<file path="config.mk">
export PLATFORM = sky130hd
export DESIGN_NAME = if_stage_ctrl
export DESIGN_NICKNAME = d
export VERILOG_FILES = /design/src/rtl/if_stage_ctrl.sv
export SDC_FILE = /design/constraint.sdc
export NUM_CORES = 1
export LEC_CHECK = 0
export CAP_MARGIN = 20
export CORE_UTILIZATION = 39
export DETAILED_ROUTE_END_ITERATION = 10
export PLACE_DENSITY = 0.88
export SYNTH_ARGS = -nofsm -noshare
export SYNTH_HDL_FRONTEND = slang
export SYNTH_SLANG_ARGS = --single-unit
</file>
<file path="constraint.sdc">
create_clock -name clk -period 1.57 [get_ports clk]
set_input_delay 0.314 -clock clk [delete_from_list [all_inputs] [get_ports clk]]
set_output_delay 0.314 -clock clk [all_outputs]
set_load 0.01 [all_outputs]
</file>
<file path="src/rtl/if_stage_ctrl.sv">
// IF stage control: PC, IF/ID and ID/EX registers, stall/flush FSM.
// Optional stall/flush statistics under macro IF_STALL_STATS_EN.
//
// Ports:
//   clk, rst          clock and synchronous active-high reset
//   PCWrite           1 = hold PC (stall)
//   WriteIFID         1 = hold IF/ID register
//   controlMux        1 = bubble (zero control) into ID/EX
//   branch_taken      redirect + flush request
//   branch_target     redirect address
//   instr_in          instruction fetched at pc
//   ctrl_in           control bundle for the instruction in ID
//   pc                current fetch address
//   ifid_instr        IF/ID instruction
//   ifid_pc4          IF/ID PC+4
//   ifid_valid        IF/ID holds a real instruction
//   idex_ctrl         ID/EX control bundle
//   state             00 RUN, 01 STALL, 10 FLUSH
//   stall_err         sticky: stall lasted STALL_LIMIT cycles
//   stall_cycles      total stall cycles (0 without the macro)
//   flush_count       total flushes (0 without the macro)
module if_stage_ctrl #(
  parameter logic [31:0] RESET_PC    = 32'h0000_0000,
  parameter int          CTRL_W      = 10,
  parameter int          STALL_LIMIT = 15
) (
  input  logic              clk,
  input  logic              rst,
  input  logic              PCWrite,
  input  logic              WriteIFID,
  input  logic              controlMux,
  input  logic              branch_taken,
  input  logic [31:0]       branch_target,
  input  logic [31:0]       instr_in,
  input  logic [CTRL_W-1:0] ctrl_in,
  output logic [31:0]       pc,
  output logic [31:0]       ifid_instr,
  output logic [31:0]       ifid_pc4,
  output logic              ifid_valid,
  output logic [CTRL_W-1:0] idex_ctrl,
  output logic [1:0]        state,
  output logic              stall_err,
  output logic [31:0]       stall_cycles,
  output logic [15:0]       flush_count
);

  typedef enum logic [1:0] {
    S_RUN   = 2'b00,
    S_STALL = 2'b01,
    S_FLUSH = 2'b10
  } state_t;

  localparam logic [7:0] LIMIT8 = 8'(STALL_LIMIT);

  logic [31:0]       r_pc;
  logic [31:0]       r_ifid_instr;
  logic [31:0]       r_ifid_pc4;
  logic              r_ifid_valid;
  logic [CTRL_W-1:0] r_idex_ctrl;
  state_t            r_state;
  logic [7:0]        r_stall_run;
  logic              r_stall_err;

  logic [31:0] w_pc4;
  logic        w_stall;
  logic        w_bubble;
  logic [7:0]  w_run_inc;

  // Wraps modulo 2^32 by construction.
  assign w_pc4 = r_pc + 32'd4;

  // A flush overrides a stall request in the same cycle.
  assign w_stall = PCWrite & ~branch_taken;

  assign w_bubble = controlMux | branch_taken | ~r_ifid_valid;

  assign w_run_inc = (r_stall_run == 8'hFF) ? 8'hFF
                   : r_stall_run + 8'd1;

  // Program counter
  always_ff @(posedge clk) begin
    if (rst) begin
      r_pc <= RESET_PC;
    end else if (branch_taken) begin
      r_pc <= branch_target;
    end else if (!PCWrite) begin
      r_pc <= w_pc4;
    end
  end

  // IF/ID register; reloads even when PC is held
  // if WriteIFID is low (hazard unit inconsistency).
  always_ff @(posedge clk) begin
    if (rst) begin
      r_ifid_instr <= 32'd0;
      r_ifid_pc4   <= 32'd0;
      r_ifid_valid <= 1'b0;
    end else if (branch_taken) begin
      r_ifid_instr <= 32'd0;
      r_ifid_pc4   <= 32'd0;
      r_ifid_valid <= 1'b0;
    end else if (!WriteIFID) begin
      r_ifid_instr <= instr_in;
      r_ifid_pc4   <= w_pc4;
      r_ifid_valid <= 1'b1;
    end
  end

  // ID/EX control bundle
  always_ff @(posedge clk) begin
    if (rst) begin
      r_idex_ctrl <= '0;
    end else if (w_bubble) begin
      r_idex_ctrl <= '0;
    end else begin
      r_idex_ctrl <= ctrl_in;
    end
  end

  // Pipeline state FSM with stall-run watchdog
  always_ff @(posedge clk) begin
    if (rst) begin
      r_state     <= S_RUN;
      r_stall_run <= 8'd0;
      r_stall_err <= 1'b0;
    end else begin
      case (r_state)
        S_RUN: begin
          if (branch_taken) begin
            r_state <= S_FLUSH;
          end else if (PCWrite) begin
            r_state <= S_STALL;
          end
        end
        S_STALL: begin
          if (branch_taken) begin
            r_state <= S_FLUSH;
          end else if (!PCWrite) begin
            r_state <= S_RUN;
          end
        end
        S_FLUSH: begin
          if (branch_taken) begin
            r_state <= S_FLUSH;
          end else if (PCWrite) begin
            r_state <= S_STALL;
          end else begin
            r_state <= S_RUN;
          end
        end
        default: begin
          r_state <= S_RUN;
        end
      endcase
      // Run length counts cycles spent in STALL,
      // i.e. edges whose next state is STALL.
      if (w_stall) begin
        r_stall_run <= w_run_inc;
        if (w_run_inc >= LIMIT8) begin
          r_stall_err <= 1'b1;
        end
      end else begin
        r_stall_run <= 8'd0;
      end
    end
  end

`ifdef IF_STALL_STATS_EN
  logic [31:0] r_stall_cycles;
  logic [15:0] r_flush_count;

  always_ff @(posedge clk) begin
    if (rst) begin
      r_stall_cycles <= 32'd0;
      r_flush_count  <= 16'd0;
    end else begin
      if (w_stall && (r_stall_cycles != '1)) begin
        r_stall_cycles <= r_stall_cycles + 32'd1;
      end
      if (branch_taken && (r_flush_count != '1)) begin
        r_flush_count <= r_flush_count + 16'd1;
      end
    end
  end

  assign stall_cycles = r_stall_cycles;
  assign flush_count  = r_flush_count;
`else
  assign stall_cycles = 32'd0;
  assign flush_count  = 16'd0;
`endif

  assign pc         = r_pc;
  assign ifid_instr = r_ifid_instr;
  assign ifid_pc4   = r_ifid_pc4;
  assign ifid_valid = r_ifid_valid;
  assign idex_ctrl  = r_idex_ctrl;
  assign state      = r_state;
  assign stall_err  = r_stall_err;

endmodule

</file>
==> impl_results.rst <==
.. list-table::
   :header-rows: 1

   * - Metric
     - Value
   * - Result of the run
     - finished, violations left
   * - Violated checks
     - negative setup slack
   * - Critical path startpoint category
     - flop
   * - Setup tns final
     - -0.324 ns
   * - Arrival @ worst endpoint
     - 1.96 ns
   * - Vertical die dimension
     - 123 um
   * - Placement-stage worst setup slack
     - -0.554 ns
   * - Number of antenna violations at the first check in global routing
     - 0
   * - Critical path type
     - flop to flop
   * - Area growth syn-to-layout
     - 56.3%
   * - Synth area leader
     - sky130_fd_sc_hd__dfxtp_1
   * - First-pass iteration count of the detailed router
     - 5
   * - Core area
     - 14000 um^2
   * - Final std cells w/o fill
     - 1075
   * - Filler cell count in the final layout
     - 1132
   * - Pwr dens
     - 892 nW/um^2
   * - Share of async-settable or async-resettable flops after synthesis
     - 0
   * - Count of flip-flops with a built-in enable after synthesis
     - 0
   * - Family with the most delay on the worst path
     - simple AND/OR/NAND/NOR gates
   * - I/O pins
     - 238
   * - First-pass GRT wire length
     - 25300 um
   * - Htree depth
     - 4
   * - Clock buffers created by TritonCTS
     - 17
   * - Count of endpoints failing hold in the final timing report
     - 0
   * - DR vias
     - 5344
   * - IR drop worst, VDD
     - 0.798 mV
   * - Row Count
     - 43
   * - Clock tree buffer depth
     - 2
   * - Syn Inst Count
     - 636
   * - Vias per cell
     - 4.97
   * - Required time at the endpoint of the critical path
     - 1.87 ns
   * - Initial standard-cell utilization of the core
     - 0.403
   * - Mean post-synth cell area
     - 8.91 um^2
   * - Final Cell Area
     - 8850 um^2
   * - Final count of negative-setup-slack endpoints
     - 8
   * - Static Leakage
     - 4.20 nW
   * - Prevailing post-synth register cell
     - sky130_fd_sc_hd__dfxtp_1
   * - Flops & latches, synth
     - 118
   * - Die width
     - 123 um
   * - Share of synthesized cell area in and, or, nand and nor gates
     - 0.205
   * - Leading cell types by total area after synthesis
     - sky130_fd_sc_hd__dfxtp_1 42%, sky130_fd_sc_hd__mux2i_1 8.8%, sky130_fd_sc_hd__buf_4 6.8%, sky130_fd_sc_hd__nor2_1 6.7%, sky130_fd_sc_hd__xnor2_1 5.7%
   * - Setup slack after layout
     - -0.0870 ns
   * - Critical path buffers and inverters
     - 0
   * - Overall track demand over capacity in global routing
     - 0.223
   * - Clock Pin Slew Worst Setup and Hold Paths
     - 0.05 ns
   * - Area share of the leading cell type in the synthesized netlist
     - 0.417
   * - Worst hold-check path type
     - input pin to flop
   * - Worst path slowest cell
     - sky130_fd_sc_hd__dfxtp_4
   * - Net count, final
     - 966
   * - Via count of the first global-routing pass
     - 4874
   * - DRC violation count after routing
     - 0
   * - Clock tree root driver cell
     - sky130_fd_sc_hd__clkbuf_16
   * - Number of warnings printed during yosys synthesis
     - 0
   * - Grt ovf
     - 0
   * - Crit-path max FO
     - 8
   * - Clock skew
     - 0.00631 ns
   * - Routability-driven placement congestion ratio
     - 0.908
   * - N_diodes
     - 0
   * - Final HPWL from detailed placement
     - 12000 um
   * - Cell variety after synth
     - 48
   * - Hold Worst Slack
     - 0.359 ns
   * - ANT nets after route
     - 0
   * - Total Die Area
     - 15000 um^2
   * - Top achievable clock speed
     - 0.604 GHz
   * - Synth Area in Compound Gates
     - 0.0945
   * - Minimum period implied by the final worst setup slack
     - 1.66 ns
   * - Multiplexer fraction of the synthesized cell area
     - 0.0884
   * - Sequential area share after synthesis
     - 0.417
   * - Highest cell delay on the worst timing path
     - 0.37 ns
   * - Combinational family with the most area after synthesis
     - simple AND/OR/NAND/NOR gates
   * - Setup repair after global routing missed its margin
     - yes
   * - Max-capacitance violation count
     - 0
   * - Post-synthesis share of cell area spent on full adders, half adders and majority gates
     - 0.00442
   * - Pin count of the biggest net entering global routing
     - 39
   * - Sum of routed wire length over all layers
     - 17500 um
   * - Summed instance area of the synthesized netlist
     - 5660 um^2
   * - Share of post-route cells with drive strength above 1
     - 0.218
   * - Wire per inst
     - 16.3 um
   * - Number of DRC markers in iteration 0
     - 360
   * - Hold buffers post-CTS
     - 0
   * - Placed Cells
     - 1028
   * - Period utilization
     - 1.06
   * - XOR/XNOR Fraction of Synth Area
     - 0.0835
   * - TritonCTS clock tree
     - built
   * - Port buffer count
     - 189
   * - CP Capture Type
     - flop
   * - Number of max-slew violations in the final report
     - 0
   * - Cell-by-cell trace of the critical path
     - ha_4 -> nand4b_1 -> or2_4 -> nor4_4 -> xnor2_1 -> a211oi_2
   * - Clock Latency Late Sink
     - 0.42 ns
   * - Post-Place Cell Area
     - 8020 um^2
   * - Number of clock sinks
     - 118
[worst paths after layout]
check	start	endpoint	slack (ns)	cells after the start
worst max-delay path	pc[3]	pc[28]	-0.09	6
worst min-delay path	WriteIFID	ifid_valid	0.36	3
worst max register to register	pc[3]	pc[28]	-0.09	6
worst min register to register	state[1]	state[0]	0.47	1
[worst min-delay path: cells and delay by family]
| kind | cells | cell delay [ns] |
|---|---|---|
| buffers and inverters | 2 | 0.33 |
| AO/OA/AOI/OAI | 1 | 0.08 |
[cells in the mapped netlist (12+ instances only)]
library cell / instances
sky130_fd_sc_hd__a211oi_1: 14
sky130_fd_sc_hd__a21oi_1: 39
sky130_fd_sc_hd__and2_1: 12
sky130_fd_sc_hd__buf_4: 51
sky130_fd_sc_hd__clkbuf_1: 25
sky130_fd_sc_hd__dfxtp_1: 118
sky130_fd_sc_hd__mux2i_1: 50
sky130_fd_sc_hd__nand2_1: 17
sky130_fd_sc_hd__nand3_1: 21
sky130_fd_sc_hd__nor2_1: 101
sky130_fd_sc_hd__nor3_1: 14
sky130_fd_sc_hd__o21ai_0: 25
sky130_fd_sc_hd__xnor2_1: 37
sky130_fd_sc_hd__xor2_1: 17
[metal layers]
metal  vias up  part of all wire  global-route usage  wire [um]
met5         -                 0                   0          0
met4         0             0.028               0.105        493
met3        36             0.069              0.0534       1200
met2       210              0.50               0.367       8790
met1      2525              0.40               0.273       7060
li1       2573                 -                   -          -
[power breakdown]
group / switching [mW] / internal, mW / total, mW / leakage (nW)
Combinational: 0.536 / 0.569 / 1.10 / 2.96
Sequential: 0.0870 / 3.12 / 3.21 / 0.974
Clock: 1.27 / 2.31 / 3.59 / 0.270
[layout make-up]
| type | count | area, um^2 | share of cell area |
|---|---|---|---|
| clock buffers | 26 | 499 | 0.0564 |
| clock inverters | 4 | 45.0 | 0.00509 |
| inverters | 7 | 26.3 | 0.00297 |
| multi-input cells | 466 | 3160 | 0.357 |
| flip-flops and latches | 118 | 2400 | 0.272 |
| well taps | 180 | 225 | 0.0254 |
| repair buffers | 274 | 2490 | 0.281 |
[registers in the layout, summed over array words and instances, names as in the netlist]
name,count
idex_ctrl,10
ifid_instr,32
ifid_pc4,32
ifid_valid,1
pc,32
r_stall_run,8
stall_err,1
state,2
[cell usage in the layout (no fill, tap or decap), types with 4 or more instances in the layout]
cell and instances:
sky130_fd_sc_hd__a211oi_1 12, sky130_fd_sc_hd__a21oi_1 39, sky130_fd_sc_hd__and2_1 11, sky130_fd_sc_hd__buf_12 6, sky130_fd_sc_hd__buf_4 73, sky130_fd_sc_hd__buf_6 6, sky130_fd_sc_hd__clkbuf_1 5, sky130_fd_sc_hd__clkbuf_16 17
sky130_fd_sc_hd__clkbuf_8 4, sky130_fd_sc_hd__clkdlybuf4s50_1 77, sky130_fd_sc_hd__conb_1 48, sky130_fd_sc_hd__dfxtp_1 94, sky130_fd_sc_hd__dfxtp_2 19, sky130_fd_sc_hd__dfxtp_4 5, sky130_fd_sc_hd__dlygate4sd2_1 103, sky130_fd_sc_hd__dlymetal6s2s_1 4
sky130_fd_sc_hd__inv_1 6, sky130_fd_sc_hd__mux2i_1 50, sky130_fd_sc_hd__nand2_1 16, sky130_fd_sc_hd__nand3_1 19, sky130_fd_sc_hd__nand4_1 9, sky130_fd_sc_hd__nor2_1 96, sky130_fd_sc_hd__nor2_2 5, sky130_fd_sc_hd__nor3_1 9
sky130_fd_sc_hd__nor3_2 5, sky130_fd_sc_hd__nor3_4 8, sky130_fd_sc_hd__nor4_4 7, sky130_fd_sc_hd__o21ai_0 25, sky130_fd_sc_hd__xnor2_1 35, sky130_fd_sc_hd__xor2_1 16
[what timing repair did]
item,in CTS,in global routing
pin swaps,8,37
gates cloned,0,2
endpoints found under the setup margin,133,45
resized for setup,127,61
setup buffers,5,10
[per-stage QoR]
step / total power, mW / utilization
after floorplan: 3.85 / -
after global placement: 4.37 / 0.571
after detailed placement: 4.39 / 0.571
after CTS: 7.91 / 0.608
after global routing: 8.19 / 0.630
final: 7.90 / 0.630
[logic make-up after synthesis]
logic type,count (synthesis)
simple gates,218
flops,118
other cells,1
mux,50
fa+ha+maj,2
buf+inv,101
xor+xnor,54
compound gates,92
No activity file was read; power rests on OpenSTA's default activity.
